--- config.mk ---
export PLATFORM = sky130hd
export DESIGN_NAME = pipe_ctrl
export DESIGN_NICKNAME = d
export VERILOG_FILES = /design/src/rtl/pipe_ctrl.sv
export SDC_FILE = /design/constraint.sdc
export NUM_CORES = 1
export LEC_CHECK = 0
export CAP_MARGIN = 40
export CORE_UTILIZATION = 53
export DETAILED_ROUTE_END_ITERATION = 16
export GPL_TIMING_DRIVEN = 0
export HOLD_SLACK_MARGIN = 0.03
export PLACE_DENSITY = 0.94
export SYNTH_ARGS = -nofsm -noshare
export SYNTH_HDL_FRONTEND = slang
export SYNTH_SLANG_ARGS = --single-unit
--- constraint.sdc ---
create_clock -name clk -period 4.7 [get_ports clk]
set_input_delay 0.94 -clock clk [delete_from_list [all_inputs] [get_ports clk]]
set_output_delay 0.94 -clock clk [all_outputs]
set_load 0.02 [all_outputs]
--- src/rtl/pipe_ctrl.sv ---
// Pipeline sequencer for the 5-stage IF/ID/EXE/MEM/WB pipe.
// Holds the per-stage valid bits, builds the allow_in handshake chain,
// drives the inter-stage latch enables and runs a RUN/DRAIN/IDLE FSM.
module pipe_ctrl #(
    parameter int unsigned CNT_W       = 32,
    parameter logic [4:0]  CANCEL_MASK = 5'b00011
) (
    input  logic             clk,
    input  logic             rst,
    input  logic             start,
    input  logic             halt,
    input  logic             cancel,
    input  logic [4:0]       stage_over,
    input  logic             id_hazard,
    output logic [4:0]       stage_valid,
    output logic [3:0]       latch_en,
    output logic             next_fetch,
    output logic             busy,
    output logic [1:0]       ctrl_state,
    output logic [CNT_W-1:0] cycle_cnt,
    output logic [CNT_W-1:0] retire_cnt
);

    typedef enum logic [1:0] {
        IDLE  = 2'b00,
        RUN   = 2'b01,
        DRAIN = 2'b10
    } state_t;

    state_t     state, state_nxt;
    logic [4:0] v;
    logic [4:0] over_e;
    logic [5:0] allow_in;
    logic [4:0] kill;
    logic [4:0] to_next;

    // Handshake chain: allow_in ripples from WB back towards IF.
    always_comb begin
        over_e   = stage_over;
        over_e[1] = stage_over[1] & ~id_hazard;
        kill     = CANCEL_MASK & {5{cancel}};
        allow_in = '0;
        allow_in[5] = 1'b1;
        for (int unsigned j = 0; j < 5; j++) begin
            allow_in[4-j] = ~v[4-j] | (over_e[4-j] & allow_in[5-j]);
        end
        for (int unsigned i = 0; i < 5; i++) begin
            to_next[i] = v[i] & over_e[i] & allow_in[i+1] & ~kill[i];
        end
    end

    assign next_fetch  = (state == RUN) & allow_in[0];
    assign latch_en    = to_next[3:0];
    assign stage_valid = v;
    assign ctrl_state  = state;
    assign busy        = (state != IDLE) | (|v);

    // Valid bits: kill beats an incoming instruction, which beats departure.
    always_ff @(posedge clk or posedge rst) begin
        if (rst) begin
            v <= '0;
        end else begin
            if (kill[0])          v[0] <= 1'b0;
            else if (next_fetch)  v[0] <= 1'b1;
            else if (to_next[0])  v[0] <= 1'b0;
            for (int unsigned i = 1; i < 5; i++) begin
                if (kill[i])            v[i] <= 1'b0;
                else if (to_next[i-1])  v[i] <= 1'b1;
                else if (to_next[i])    v[i] <= 1'b0;
            end
        end
    end

    // FSM state register.
    always_ff @(posedge clk or posedge rst) begin
        if (rst) state <= IDLE;
        else     state <= state_nxt;
    end

    // FSM next-state: halt is only seen in RUN, so start+halt in IDLE goes RUN first.
    always_comb begin
        state_nxt = state;
        case (state)
            IDLE:    if (start) state_nxt = RUN;
            RUN:     if (halt)  state_nxt = DRAIN;
            DRAIN: begin
                if (v == '0)              state_nxt = IDLE;
                else if (start && !halt)  state_nxt = RUN;
            end
            default: state_nxt = IDLE;
        endcase
    end

    // Performance counters, free-wrapping.
    always_ff @(posedge clk or posedge rst) begin
        if (rst) begin
            cycle_cnt  <= '0;
            retire_cnt <= '0;
        end else begin
            if (state == RUN || state == DRAIN) cycle_cnt <= cycle_cnt + CNT_W'(1);
            if (to_next[4])                     retire_cnt <= retire_cnt + CNT_W'(1);
        end
    end

endmodule

==> results of run 1 <==
-- worst register-to-register path: stages, from the launching register on --
cell	delay, ns
dfrtp_1	0.45
inv_1	0.09
ha_1	0.42
nand4_1	0.26
nor4_1	0.52
nand4_1	0.18
xnor2_1	0.16
-- area by class of cell --
class,count,area (µm²),area share
clock inverters,6,86.3,0.0187
plain buffers,11,68.8,0.0149
flip-flops and latches,71,1780,0.384
well taps,75,93.8,0.0203
multi-input cells,217,1550,0.334
clock buffers,9,124,0.0268
inverters,10,40.0,0.00866
repair buffers,88,891,0.193
-- flip-flops by register name, indices dropped and copies added (netlist names) --
register     count
retire_cnt      32
ctrl_state       2
stage_valid      5
cycle_cnt       32
-- synth_stat cells --
master	count
and2_1	6
a21oi_1	2
o21bai_1	2
a21o_1	1
or4_4	1
ha_1	7
xnor2_1	53
o221ai_1	1
nand4_4	1
a31oi_1	1
and4_1	6
nor3_1	5
nand4_1	27
a21boi_0	1
nand2_1	20
or3_1	2
nor4_4	2
nor2b_1	1
a41oi_1	1
clkbuf_1	4
and3_1	11
nand4_2	1
buf_4	5
mux2_2	4
o32ai_1	1
o21ai_0	2
buf_2	1
nand3_1	29
dfrtp_1	71
buf_6	1
nand2b_1	4
inv_1	10
nand4b_1	1
xor2_1	9
o211ai_1	1
nor2_1	10
and4_2	1
nor4_1	3
-- routing by layer --
| metal | vias to the layer above | part of all wire |
|---|---|---|
| met3 | 12 | 0.036 |
| met2 | 68 | 0.51 |
| met1 | 1289 | 0.43 |
| li1 | 1283 | - |
| met4 | 0 | 0.016 |
| met5 | - | 0 |
-- where the power goes --
group	switching (µW)	internal, µW
clock network	226	295
registers	72.2	658
logic	217	202
total	516	1160
-- path summary, 6_finish.rpt --
kind | startpoint | to | slack, ns
worst min register to register | retire_cnt[31]$_DFFE_PP0P_ | retire_cnt[31]$_DFFE_PP0P_ | 0.48
max in group asynchronous | rst | cycle_cnt[1]$_DFFE_PP0P_ | 3.19
worst max-delay path | stage_over[4] | latch_en[0] | 0.52
worst max register to register | ctrl_state[0]$_DFFE_PP0P_ | cycle_cnt[31]$_DFFE_PP0P_ | 2.51
min in group asynchronous | rst | retire_cnt[6]$_DFFE_PP0P_ | 0.98
worst min-delay path | retire_cnt[31]$_DFFE_PP0P_ | retire_cnt[31]$_DFFE_PP0P_ | 0.48
-- cells by family (layout without fill, tap and decap cells) --
kind of cell    count (synthesis)  count (layout)  share of synthesized area
mux                             4               4                     0.0131
xor+xnor                       62              62                      0.158
fa+ha+maj                       7               7                     0.0255
buf+inv                        21             124                     0.0310
simple gates                  131             131                      0.227
flops                          71              71                      0.518
compound gates                 13              13                     0.0263
-- metrics by stage --
stage               cells  setup slack, ns  instance area [µm²]  hold WS, ns  total power, µW
detailed placement    472            0.532                 4420        0.474             1150
floorplan             309             1.69                 3430        0.582              971
finish                487            0.523                 4630        0.480             1670
CTS                   487            0.522                 4630        0.484             1680
global route          487            0.320                 4630        0.515             1750
global placement      471            0.542                 4390        0.461             1130
==> impl_metrics.ini, run 1 <==
[setup_path]
crit_fanout = 7
crit_top_cell = clkdlybuf4s50_1
endpoint_kind = output port
cp.depth = 7
cp_data_arrival_time_ns = 3.24
worstSetupStartpointType = input pin
crit_chain = clkdlybuf4s50_1 -> nor2b_1 -> o21ai_0 -> a21oi_1 -> nor4_1 -> buf_4 -> clkdlybuf4s50_1
worst-endpoint-required_ns = 3.76
crit_buf_inv = 3
cpLargestDelayFamily = buffers and inverters
critPathKind = input pin to output port
max_stage_delay_ns = 0.61
r2r.worst_path.cells = 6
cpMaxStageDelayCell = clkdlybuf4s50_1

[grt]
gr-usage-met2 = 0.416
gr-usage-met1 = 0.328
grt_pass1_wl_mm = 12.8
grt_pass1_vias = 2640
grt_start_max_net_pins = 39
grt.busiest_layer = met2
grt_overflow = 0
met3_usage = 0.0352
grt_use_total = 0.248
antenna_found_initial = 0

[floorplan]
initial_core_util = 0.562
rows = 28
die_w_um = 82.4
ioPinCount = 88
dieArea_um2 = 6790
core_area_um2 = 6100
dieHeight_um = 82.4

[synth]
ys_ff_latch = 71
post-synth-top-area-cell = dfrtp_1
syn-num-nets = 327
synthCells = 309
netlist_area_um2 = 3430
synthTopCellsByArea = dfrtp_1 52%, xnor2_1 14%, nand4_1 4.9%
ys_seq_area_frac = 0.518
avgSynthCellArea_um2 = 11.1
ys_types = 38
synth_top_area_frac = 0.518
yosys_warnings = 0

[cells_and_area]
final_nets = 426
num_antenna_cells = 0
final_common_cell = clkdlybuf4s50_1
drive_above_1_share = 0.0825
nFillCells = 435
syn2layout_area_growth_pct = 34.9
final_cell_mix = 87 x clkdlybuf4s50_1, 71 x dfrtp_1, 53 x xnor2_1
fin_util = 0.759

[clocking]
cts-root-buf = clkbuf_8
cts-buffers-inserted = 9
clock_latency_ns = 0.34
numClockSinks = 71
holdBufCountCts = 0
htreeDepth = 3
clock_path_buffers = 2
path_clk_slew_ns = 0.07
cts_tree = done
post_cts_buffers = 0
cts_resized = 0

[routing]
routed_wl_mm = 7.53
num_vias = 2652
ant_nets = 0
drc = 0
drtPass1Iterations = 4
routedWlPerCell_um = 15.5
first_iter_violations = 132
via_per_inst = 5.45

[sta]
period_needed_ns = 4.18
setup_viol = 0
finClkSkew_ns = 0.0110
final-hold-violation-count = 0
slew_headroom = 0.665
tightest_slew_ns = 0.497
fmax_mhz = 239
rsz0062_at_grt = false
finalCritPeriodShare = 0.889
setup_tns_ns = 0
slew_viol_final = 0

[power]
ir_drop_mv = 0.458
powerDensity_nw_per_um2 = 361
power.leakage_uw = 0.00201

[place]
gp_congestion = 0.798
portBuffers = 87
hpwl_mm = 5.52

[worst_hold_path]
hp-class = flop to flop
min_path_cells = 1

[status]
status = finished clean

[flow_run]
drv_cap = 0
Note: power is estimated with default switching activity, not from simulation.
==> run 2, diff against run 1 <==
- SLEW_MARGIN: not set -> 20
==> results of run 2 <==
Final layout, timing and power as in run 1 (identical DEF).
